--- src/rtl/pipe_ctrl.sv ---
// -----------------------------------------------------------------------------
// pipe_ctrl
//
// Stall and flush controller for the six-stage pipeline (PC, IF, ID, EX, MEM,
// WB). It priority-encodes per-stage stall requests into the shared stall
// vector, sequences exception redirects through a one-cycle FLUSH state, counts
// stalled cycles, and raises a sticky watchdog flag when stall requests persist
// for TIMEOUT consecutive cycles.
//
// Parameters:
//   TIMEOUT        consecutive requested-stall cycles that trip the watchdog
//                  (1..65535)
// Ports:
//   clk            system clock, rising edge
//   resetn         synchronous reset, active-high
//   stallreq_if    IF waiting on instruction fetch
//   stallreq_id    ID load-use hazard
//   stallreq_ex    EX multi-cycle operation busy
//   stallreq_mem   MEM waiting on data memory
//   excp_req       exception / redirect from MEM
//   excp_pc        redirect target, valid with excp_req
//   stall[5:0]     per-stage hold (bit0 PC .. bit5 WB), 1 = stop
//   flush          clear all pipeline registers this cycle
//   new_pc         PC to load while flush = 1, otherwise 0
//   stall_cycles   saturating count of cycles with stall != 0
//   stall_timeout  sticky watchdog flag
// -----------------------------------------------------------------------------
module pipe_ctrl #(
   parameter int TIMEOUT = 1024
) (
   input  logic        clk,
   input  logic        resetn,
   input  logic        stallreq_if,
   input  logic        stallreq_id,
   input  logic        stallreq_ex,
   input  logic        stallreq_mem,
   input  logic        excp_req,
   input  logic [31:0] excp_pc,
   output logic [5:0]  stall,
   output logic        flush,
   output logic [31:0] new_pc,
   output logic [31:0] stall_cycles,
   output logic        stall_timeout
);

   typedef enum logic {
      RUN   = 1'b0,
      FLUSH = 1'b1
   } state_t;

   localparam logic [15:0] TIMEOUT_CNT = 16'(TIMEOUT);

   state_t      state;
   logic [31:0] pc_q;
   logic [15:0] run_cnt;
   logic        any_req;
   logic        accept;

   assign any_req = stallreq_if | stallreq_id | stallreq_ex | stallreq_mem;

   // An exception is only taken when MEM is not itself stalled; otherwise the
   // faulting instruction has not finished and MEM keeps excp_req asserted.
   assign accept = (state == RUN) && excp_req && !stallreq_mem;

   // NOTE: every path through this block assigns stall because of the default
   // at the top, so no latch is inferred for the un-covered branches.
   always_comb begin
      stall = 6'b000000;
      if (!resetn && state == RUN) begin
         if (accept)            stall = 6'b111111;
         else if (stallreq_mem) stall = 6'b011111;
         else if (stallreq_ex)  stall = 6'b001111;
         else if (stallreq_id)  stall = 6'b000111;
         else if (stallreq_if)  stall = 6'b000011;
      end
   end

   // Reset forces the outputs quiet even while the state register still holds
   // FLUSH from before the reset edge.
   assign flush  = !resetn && (state == FLUSH);
   assign new_pc = flush ? pc_q : 32'h0;

   // NOTE: all state below uses non-blocking assignments so every register
   // samples the pre-edge values, independent of statement order.
   always_ff @(posedge clk) begin
      if (resetn) begin
         state         <= RUN;
         pc_q          <= 32'h0;
         stall_cycles  <= 32'h0;
         run_cnt       <= 16'h0;
         stall_timeout <= 1'b0;
      end else begin
         case (state)
            RUN: begin
               if (accept) begin
                  state <= FLUSH;
                  pc_q  <= excp_pc;
               end
            end
            FLUSH:   state <= RUN;
            default: state <= RUN;
         endcase

         if (stall != 6'b000000 && stall_cycles != 32'hFFFF_FFFF)
            stall_cycles <= stall_cycles + 32'd1;

         // Watchdog: length of the current run of requested-stall cycles.
         // Requests are ignored during FLUSH, so the run restarts there.
         if (state == FLUSH || !any_req) begin
            run_cnt <= 16'h0;
         end else if (run_cnt != TIMEOUT_CNT) begin
            run_cnt <= run_cnt + 16'd1;
            if (run_cnt + 16'd1 == TIMEOUT_CNT)
               stall_timeout <= 1'b1;
         end
      end
   end

endmodule

--- config.mk ---
export PLATFORM = sky130hd
export DESIGN_NAME = pipe_ctrl
export DESIGN_NICKNAME = d
export VERILOG_FILES = /design/src/rtl/pipe_ctrl.sv
export SDC_FILE = /design/constraint.sdc
export NUM_CORES = 1
export LEC_CHECK = 0
export ABC_CLOCK_PERIOD_IN_PS = 3680
export BUFFER_PORTS_ARGS = -buffer_cell sky130_fd_sc_hd__clkbuf_2
export CAP_MARGIN = 20
export CORE_MARGIN = 1.5
export CORE_UTILIZATION = 25
export CTS_CLUSTER_DIAMETER = 60
export DETAILED_ROUTE_END_ITERATION = 7
export PLACE_DENSITY = 0.48
export SLEW_MARGIN = 20
export SYNTH_ARGS = -nofsm -noshare
export SYNTH_HDL_FRONTEND = slang
export SYNTH_SLANG_ARGS = --single-unit
--- constraint.sdc ---
create_clock -name clk -period 3.68 [get_ports clk]
set_clock_uncertainty 0.2 [all_clocks]
set_input_delay 0.368 -clock clk [delete_from_list [all_inputs] [get_ports clk]]
set_output_delay 0.368 -clock clk [all_outputs]
set_load 0.05 [all_outputs]
==> out/results.txt, run 1 <==
Status: finished clean
Crit. End Element: output port
Gr ovfl total: 0
Register area share after synthesis: 40.4%
Final ANT Viol Nets: 0
Initial antenna violation count: 0
Final wirelength: 12000 um
Post-Synth Adder-Cell Area: 1.23%
Async S/R FF share, synth: 0%
CP startpoint kind: input pin
Leak: 1.92 nW
DR vias/cell: 4.89
Post-synthesis xor/xnor area fraction: 4.09%
Die area: 0.0170 mm2
WL/cell: 14.7 um
Synth top area cells: dfxtp_1, nand2_1, a21oi_1
Final nets: 642
Max VDD drop: 0.195 mV
Hold Crit Class: input pin to flop
Fmax achieved: 0.417 GHz
# diodes: 0
Layout cells sized above 1: 23.2%
Actual slew at the worst max-slew pin: 0.672 ns
Final Max Slew Viols: 0
Clock buffer depth: 2
WHS: 0.0432 ns
Finish-stage setup viols: 0
Largest net degree at the start of global routing: 62
Rows: 46
Mux cell area share after synthesis: 1.02%
Leading area contributor after synthesis: dfxtp_1
Unique masters post-synth: 49
Period minus WS final: 2.40 ns
Remaining routing DRC violations: 0
Simple-gate share of the synthesized area: 32.8%
Htree depth: 3
Synth Flop Type: dfxtp_1
Synth-to-Final Area Change: 25.1%
P per Cell Area: 385 mW/mm2
Crit path from: stallreq_mem
Core footprint: 0.0159 mm2
GRT Util Overall: 14.2%
Worst reg2reg setup slack: 1.31 ns
Largest family of logic cells by synthesized area: simple AND/OR/NAND/NOR gates
CTS tree: yes
Unrepaired setup endpoints after global routing: no
Syn avg cell area: 8.02 um2
Crit Path Class: input pin to output port
RePlAce Congestion: 0.792
Syn Std Cell Area: 0.00407 mm2
# clock sinks: 82
Number of port buffers: 110
Root Buffer: clkbuf_16
Vias in the first global route: 3632
Synthesized flop and latch total: 82
RR Endpoint: stall_cycles[22]
Post-Synthesis Cells: 507
Post-CTS setup buffers: 0
Post-synth EDFFs: 0
Hold_buf cts: 0
Period Utilization, post-route: 65.2%
Yosys Warn Count: 0
Post-Syn Nets: 550
Die H: 131 um
I/O pin count: 111
Clock buffer count from CTS: 9
Worst path required time: 3.11 ns
Synth Area in Compound Gates: 16.3%
Reg clk slew, reported paths: 0.06 ns
Post-CTS Resized: 0
FF-to-FF path depth: 6
Worst-Skew Late Latency: 0.34 ns
CP max FO: 18
Vias post-DR: 4006
First drt pass iteration count: 4
Die W: 131 um
Initial Utilization: 25.6%
Reg2Reg Launch Point: stall_cycles[4]
Critical path endpoint: stall[1]
Max cap viols: 0
First DRT Iteration DRCs: 225
Post-synth top area share: 40.4%
Hpwl dp: 8500 um
Global-route wire length before repair: 18900 um
Final setup TNS: 0 ns
Fin. Hold Viols: 0
Headroom to the max-slew limit: 55.2%
Critical path arrival: 1.83 ns
==> per-stage QoR <==
step	cells	total power, mW	instance area, um2	util [%]	worst slack, ns
2_1_floorplan	507	1.04	4070	-	1.20
3_3_place_gp	804	1.09	4790	30.2	1.26
3_5_place_dp	804	1.10	4790	30.2	1.25
4_1_cts	820	2.00	5090	32.0	1.26
6_report	820	1.96	5090	32.0	1.28
5_1_grt	820	2.06	5090	32.0	1.18
==> cells in the final DEF, fill, tap and decap left out, types with 7 or more instances in the layout <==
cell type,Yosys,routed
inv_1,7,7
and2_1,34,33
dfxtp_1,82,82
nand3_1,15,15
and3_1,8,8
clkbuf_16,0,9
clkbuf_2,0,110
nand2_1,84,84
a21oi_1,54,54
nor2_1,27,27
o31ai_1,15,15
and4_1,8,8
buf_4,1,7
xor2_1,12,12
xnor2_1,7,7
nand4_1,23,23
nor3_1,8,8
or4_1,15,15
nor4_1,8,8
==> cell usage after synthesis, types with 8 or more instances <==
| master | instances |
|---|---|
| nand3_1 | 15 |
| or4_1 | 15 |
| a21oi_1 | 54 |
| dfxtp_1 | 82 |
| and2_1 | 34 |
| nor2_1 | 27 |
| nor4_1 | 8 |
| o31ai_1 | 15 |
| nand2_1 | 84 |
| xor2_1 | 12 |
| and3_1 | 8 |
| and4_1 | 8 |
| nor3_1 | 8 |
| nand4_1 | 23 |
| clkbuf_1 | 28 |
==> worst min path at each step <==
stage | startpoint | endpoint | slack (ns) | cells past startpoint
6_report | excp_pc[12] | pc_q[12] | 0.04 | 3
5_1_grt | excp_pc[13] | pc_q[13] | 0.03 | 3
4_1_cts | excp_pc[6] | pc_q[6] | 0.03 | 3
3_5_place_dp | pc_q[18] | pc_q[18] | 0.25 | 2
3_3_place_gp | pc_q[8] | pc_q[8] | 0.24 | 2
2_1_floorplan | pc_q[0] | pc_q[0] | 0.23 | 2
==> area by class of cell <==
cell class / instances / area, um2
flip-flops and latches: 82 / 1640
inverters: 7 / 26.3
multi-input cells: 382 / 2250
well taps: 216 / 270
fillers: 1740 / 10800
clock buffers: 13 / 270
repair buffers: 117 / 603
clock inverters: 3 / 22.5
==> worst max-delay path, stage by stage <==
cell	delay, ns
clkbuf_2	0.11
or3_1	0.52
o21ai_2	0.16
buf_4	0.22
inv_1	0.15
clkbuf_2	0.30
==> power breakdown <==
| group | total (mW) | internal, mW | switching [mW] | leakage [nW] |
|---|---|---|---|---|
| clock | 0.885 | 0.513 | 0.372 | 0.134 |
| sequential | 0.927 | 0.909 | 0.0185 | 0.665 |
| combinational | 0.149 | 0.0470 | 0.102 | 1.12 |
==> sequential cells by signal (all words and copies together) (netlist names) <==
name / flops
pc_q: 32
state: 1
run_cnt: 16
stall_cycles: 32
stall_timeout: 1
==> per-layer routing <==
metal,GRT usage (%),up-vias,routed length [um]
met5,0,-,0
met4,4.33,0,114
met3,4.40,10,602
met2,23.0,92,5860
met1,18.1,1902,5470
li1,-,2002,-
==> logic make-up after synthesis <==
group / Yosys count
AOI/OAI and AO/OA: 103
xor gates and xnor gates: 19
adders and majority gates: 4
buffers and inverters: 43
DFF: 82
muxes: 4
and+or+nand+nor: 252
Power figures use the tool's default switching activity.
==> run 2: changes to the inputs <==
--- a/config.mk
+++ b/config.mk
@@ -5,14 +5,14 @@
 export SDC_FILE = /design/constraint.sdc
 export NUM_CORES = 1
 export LEC_CHECK = 0
-export ABC_CLOCK_PERIOD_IN_PS = 3680
+export ABC_CLOCK_PERIOD_IN_PS = 2180
 export BUFFER_PORTS_ARGS = -buffer_cell sky130_fd_sc_hd__clkbuf_2
 export CAP_MARGIN = 20
 export CORE_MARGIN = 1.5
 export CORE_UTILIZATION = 25
 export CTS_CLUSTER_DIAMETER = 60
 export DETAILED_ROUTE_END_ITERATION = 7
-export PLACE_DENSITY = 0.48
+export PLACE_DENSITY = 0.5
 export SLEW_MARGIN = 20
 export SYNTH_ARGS = -nofsm -noshare
 export SYNTH_HDL_FRONTEND = slang
==> constraint.sdc (replaced) <==
create_clock -name clk -period 2.18 [get_ports clk]
set_clock_uncertainty 0.2 [all_clocks]
set_input_delay 0.218 -clock clk [delete_from_list [all_inputs] [get_ports clk]]
set_output_delay 0.218 -clock clk [all_outputs]
set_load 0.05 [all_outputs]
==> out/results.txt, run 2 (synthesis results as in run 1) <==
Status: finished clean
RePlAce Congestion: 0.804 (+1.6%)
Number of port buffers: 110 (unchanged)
Most common cell after layout, fill and taps aside: clkbuf_2
Fin. Hold Viols: 0 (unchanged)
CP max FO: 38 (+20)
Core footprint: 0.0159 mm2 (unchanged)
Final Max Slew Viols: 0 (unchanged)
Switching Share: 24.0% (-1.1 points)
Unrepaired setup endpoints after global routing: yes
CP startpoint kind: flop
Initial Utilization: 25.6% (unchanged)
Vias in the first global route: 3851 (+6.0%)
Sequential Power Share: 43.7% (-3.6 points)
Clock buffer count from CTS: 9 (unchanged)
First drt pass iteration count: 4 (unchanged)
Die H: 131 um (unchanged)
Tot Pwr: 3.57 mW (+82%)
Most frequent cells in the layout: clkbuf_2, nand2_1, a21oi_1, dfxtp_1, and2_1
Storage cell area: 0.00168 mm2 (+2.2%)
Remaining routing DRC violations: 0 (unchanged)
Fmax achieved: 0.475 GHz
Combinational share of power: 9.4% (+1.8 points)
Critical path arrival: 2.18 ns (+0.35 ns)
CTS tree: yes
Non-Filler Instances: 870 (+6.1%)
Leak: 2.24 nW (+17%)
WHS: 0.109 ns (+0.0661 ns)
Period Utilization, post-route: 96.5%
Actual slew at the worst max-slew pin: 0.705 ns (+0.0329 ns)
Die area: 0.0170 mm2 (unchanged)
Global-route wire length before repair: 19500 um (+3.3%)
Worst-Skew Late Latency: 0.35 ns (about the same)
Synth-to-Final Area Change: 43.8%
Clock power frac: 46.9% (+1.8 points)
Period minus WS final: 2.10 ns
Fill count: 1688 (-3.0%)
Switching pwr: 0.856 mW (+74%)
Layout cells sized above 1: 28.9% (+5.7 points)
Vias post-DR: 4232 (+5.6%)
Crit. End Element: flop
Htree depth: 3 (unchanged)
Worst reg2reg setup slack: 0.08 ns (-1.23 ns)
Clock buffer depth: 2 (unchanged)
Final ANT Viol Nets: 0 (unchanged)
Reg clk slew, reported paths: 0.07 ns (about the same)
Die W: 131 um (unchanged)
Max cap viols: 0 (unchanged)
GRT Util Overall: 14.7% (+0.52 points)
Gr ovfl total: 0 (unchanged)
Largest net degree at the start of global routing: 61 (-1.6%)
P per Cell Area: 611 mW/mm2 (+58%)
Rows: 46 (unchanged)
Root Buffer: clkbuf_16
DR vias/cell: 4.86 (-0.43%)
Headroom to the max-slew limit: 53.0% (-2.2 points)
Initial antenna violation count: 0 (unchanged)
Hpwl dp: 8680 um (+2.2%)
Max VDD drop: 0.334 mV (+72%)
Crit Path Class: flop to flop
Finish-stage setup viols: 0 (unchanged)
Final wirelength: 12500 um (+3.4%)
Worst path required time: 2.25 ns (-0.86 ns)
Final setup TNS: 0 ns (unchanged)
I/O pin count: 111 (unchanged)
Largest regs: pc_q: 32 flops, stall_cycles: 32 flops, run_cnt: 16 flops
# clock sinks: 82 (unchanged)
Multi-input gate area: 0.00226 mm2 (+0.22%)
First DRT Iteration DRCs: 238 (+5.8%)
Int Power: 2.71 mW (+85%)
# diodes: 0 (unchanged)
WL/cell: 14.3 um (-2.6%)
Final nets: 692 (+7.8%)
Hold Crit Class: input pin to flop
Placed Cells: 821 (+2.1%)
==> run 2: critical path: stages, from the launching register on <==
cell	delay [ns]
dfxtp_2	0.34
and4_1	0.24
and4_1	0.20
and4_1	0.23
buf_12	0.18
or4_1	0.47
a21oi_1	0.15
==> run 2: power groups by stage <==
stage,clock (mW),sequential (mW),combinational (mW)
after floorplan,0,1.60,0.159
after global placement,0,1.59,0.287
after detailed placement,0,1.59,0.292
after CTS,1.73,1.56,0.339
after global routing,1.78,1.56,0.368
final,1.67,1.56,0.337
==> run 2: final cells by class <==
cell class | instances | share of cell area [%]
clock inverter | 6 | 1.54
inverter | 7 | 0.449
clock buffer | 10 | 4.09
tap | 216 | 4.62
multi-input combinational | 382 | 38.7
timing repair buffer | 167 | 21.9
sequential | 82 | 28.7
==> run 2: metal layers <==
layer | part of all wire, % | routed length, um | vias up | global-route usage [%]
li1 | - | - | 2105 | -
met1 | 44 | 5490 | 2015 | 18.4
met2 | 50 | 6290 | 96 | 24.8
met3 | 3.6 | 445 | 16 | 2.81
met4 | 1.8 | 230 | 0 | 6.53
met5 | 0 | 0 | - | 0
==> run 2: metrics by stage <==
step / instance area (um2) / utilization [%] / worst slack, ns
floorplan: 4100 / - / -0.0135
global placement: 5180 / 32.6 / 0.128
detailed placement: 5180 / 32.6 / 0.0888
CTS: 5830 / 36.7 / 0.00591
global route: 5850 / 36.8 / -0.00605
finish: 5850 / 36.8 / 0.0758
==> run 2: final timing paths <==
kind                    start               end  cells past startpoint
max          stall_cycles[27]  stall_cycles[19]                      6
min               stallreq_ex       run_cnt[10]                      4
max reg2reg  stall_cycles[27]  stall_cycles[19]                      6
min reg2reg          pc_q[10]          pc_q[10]                      2
==> run 2: timing repair <==
action                     CTS  global route
setup endpoints to repair    0            22
buffers inserted             0             1
hold buffers                32             0
hold endpoints to repair    32             0
resized for setup            0             3
==> run 3: changes to the inputs <==
==> config.mk (replaced) <==
export PLATFORM = sky130hd
export DESIGN_NAME = pipe_ctrl
export DESIGN_NICKNAME = d
export VERILOG_FILES = /design/src/rtl/pipe_ctrl.sv
export SDC_FILE = /design/constraint.sdc
export NUM_CORES = 1
export LEC_CHECK = 0
export ABC_CLOCK_PERIOD_IN_PS = 2600
export BUFFER_PORTS_ARGS = -buffer_cell sky130_fd_sc_hd__clkbuf_2
export CORE_MARGIN = 1.5
export CORE_UTILIZATION = 25
export CTS_CLUSTER_DIAMETER = 60
export DETAILED_ROUTE_END_ITERATION = 7
export PLACE_DENSITY = 0.48
export SYNTH_ARGS = -nofsm -noshare
export SYNTH_HDL_FRONTEND = slang
export SYNTH_SLANG_ARGS = --single-unit
==> constraint.sdc (replaced) <==
create_clock -name clk -period 2.6 [get_ports clk]
set_clock_uncertainty 0.2 [all_clocks]
set_input_delay 0.26 -clock clk [delete_from_list [all_inputs] [get_ports clk]]
set_output_delay 0.26 -clock clk [all_outputs]
set_load 0.05 [all_outputs]
==> out/results.txt, run 3 (synthesis results as in run 1) <==
Headroom to the max-slew limit: 54.0% (+0.97 points)
Fin. Hold Viols: 0 (unchanged)
Post-CTS setup buffers: 0 (unchanged)
First DRT Iteration DRCs: 187 (-21%)
FF-to-FF path depth: 7 (+1)
Crit Path Class: flop to flop
Worst-Skew Late Latency: 0.34 ns (about the same)
Max VDD drop: 0.278 mV (-17%)
Clock power frac: 42.8% (-4.1 points)
Most frequent cells in the layout: clkbuf_2, nand2_1, dfxtp_1, a21oi_1, and2_1
CP max FO: 22 (-42%)
Status: finished clean
Leak: 2.13 nW (-4.9%)
Final setup TNS: 0 ns (unchanged)
Total placed instance area: 0.00501 mm2 (-3.2%)
Highest metal used: met4
Switching Share: 25.1% (+1.1 points)
Int Power: 2.07 mW (-24%)
Die H: 131 um (unchanged)
RePlAce Congestion: 0.771 (-4.1%)
Synth-to-Final Area Change: 37.7%
Hold path cells: 4 (unchanged)
Global-route wire length before repair: 19000 um (-2.5%)
# clock sinks: 82 (unchanged)
Layout cells sized above 1: 22.4% (-6.5 points)
Crit. End Element: flop
WL/cell: 14.3 um (-0.28%)
CP startpoint kind: flop
CP max stage delay: 0.48 ns (about the same)
Hpwl dp: 8610 um (-0.90%)
Largest net degree at the start of global routing: 61 (unchanged)
CP max-delay cell: or4_1
Period minus WS final: 2.24 ns (+0.135 ns)
I/O pin count: 111 (unchanged)
Worst reg2reg setup slack: 0.36 ns (+0.29 ns)
Final instance area: 0.00560 mm2 (-4.2%)
Critical path arrival: 2.31 ns (+0.13 ns)
GRT Util Overall: 14.4% (-0.36 points)
Period Utilization, post-route: 86.1% (-10 points)
Combinational share of power: 9.8% (+0.4 points)
Clock buffer count from CTS: 9 (unchanged)
RR Endpoint: stall_cycles[13]
Vias post-DR: 4139 (-2.2%)
Final Max Slew Viols: 0 (unchanged)
Wl on met1: 5520 um (+0.64%)
Final ANT Viol Nets: 0 (unchanged)
Final wirelength: 12300 um (-1.5%)
Finish-stage setup viols: 0 (unchanged)
Metal3 WL: 454 um (+2.0%)
Reg clk slew, reported paths: 0.06 ns (about the same)
Rows: 46 (unchanged)
Unrepaired setup endpoints after global routing: no
DR vias/cell: 4.82 (-0.95%)
Number of port buffers: 110 (unchanged)
Sequential Power Share: 47.4% (+3.7 points)
Cells along the critical path: ha_1 -> nand3_1 -> nor3_1 -> and4_1 -> buf_4 -> or4_1 -> a21oi_1
Clock buffer depth: 2 (unchanged)
Die W: 131 um (unchanged)
Initial Utilization: 25.6% (unchanged)
Final core occ: 35.2% (-1.6 points)
Root Buffer: clkbuf_16
Hold wc startpoint: stallreq_ex
Most common cell after layout, fill and taps aside: clkbuf_2
Worst path required time: 2.67 ns (+0.42 ns)
# diodes: 0 (unchanged)
Max cap viols: 0 (unchanged)
Fmax achieved: 0.447 GHz (-6.0%)
Routed length on met2: 5920 um (-5.8%)
Post-CTS Resized: 0 (unchanged)
Gr ovfl total: 0 (unchanged)
P per Cell Area: 493 mW/mm2 (-19%)
Core footprint: 0.0159 mm2 (unchanged)
Remaining routing DRC violations: 0 (unchanged)
Actual slew at the worst max-slew pin: 0.690 ns (-0.0145 ns)
Die area: 0.0170 mm2 (unchanged)
Vias in the first global route: 3827 (-0.62%)
Final nets: 681 (-1.6%)
Initial antenna violation count: 0 (unchanged)
Largest regs: pc_q: 32 flops, stall_cycles: 32 flops, run_cnt: 16 flops
Htree depth: 3 (unchanged)
First drt pass iteration count: 4 (unchanged)
Hold Crit Class: input pin to flop
Switching pwr: 0.693 mW (-19%)
CTS tree: yes
Reg2Reg Launch Point: stall_cycles[0]
Worst Hold End: run_cnt[10]
[run 3: changes by cell type in the layout (fill, tap and decap cells not counted), sizes merged]
cell	delta
clkbuf	+5
clkinvlp	-1
buf	-13
bufinv	-2
[run 3: worst max-delay path: cells and delay by family (launching register included)]
family / cells / cell delay (ns)
fa+ha+maj: 1 / 0.24
buf+inv: 1 / 0.21
flops: 1 / 0.36
simple gates: 4 / 0.98
compound gates: 1 / 0.17
[run 3: worst max path at each step]
stage                             endpoint  cells past startpoint            start  slack (ns)
final                     stall_cycles[13]                      7  stall_cycles[0]        0.36
after global routing      stall_cycles[28]                      6  stall_cycles[0]        0.08
after CTS                 stall_cycles[13]                      7  stall_cycles[0]        0.35
after detailed placement  stall_cycles[13]                      7  stall_cycles[0]        0.37
after global placement    stall_cycles[22]                      5  stall_cycles[4]        0.44
after floorplan           stall_cycles[22]                      5  stall_cycles[4]        0.16
[run 3: timing repair]
action                                  4_1_cts  5_1_grt
hold endpoints to repair                     32        0
endpoints found under the setup margin        0        0
hold buffers                                 32        0
[run 3: through the flow]
step	instances	total power, mW	hold slack (ns)	setup slack (ns)
after floorplan	507	1.47	0.196	0.164
after CTS	859	2.80	0.157	0.350
final	859	2.76	0.165	0.361
after global placement	811	1.57	0.238	0.435
after global routing	859	2.89	0.178	0.0837
after detailed placement	811	1.57	0.243	0.375
[run 3: layout make-up]
cell class / instances / area (um2)
Fill cell: 1671 / 10300
Multi-Input combinational cell: 382 / 2250
Sequential cell: 82 / 1640
Timing Repair Buffer: 156 / 1140
Tap cell: 216 / 270
Clock buffer: 13 / 250
Inverter: 7 / 26.3
Clock inverter: 3 / 15.0
[run 3: power groups by stage]
stage / clock network (mW) / logic [mW] / registers (mW)
after global routing: 1.29 / 0.294 / 1.31
after detailed placement: 0 / 0.232 / 1.34
after floorplan: 0 / 0.133 / 1.34
after CTS: 1.22 / 0.272 / 1.31
final: 1.18 / 0.269 / 1.31
after global placement: 0 / 0.231 / 1.34
[run 3: per-layer routing]
layer / GRT usage [%] / vias to the layer above
met5: 0 / -
met2: 24.0 / 90
met4: 7.24 / 0
met1: 17.6 / 1947
met3: 2.81 / 20
li1: - / 2082
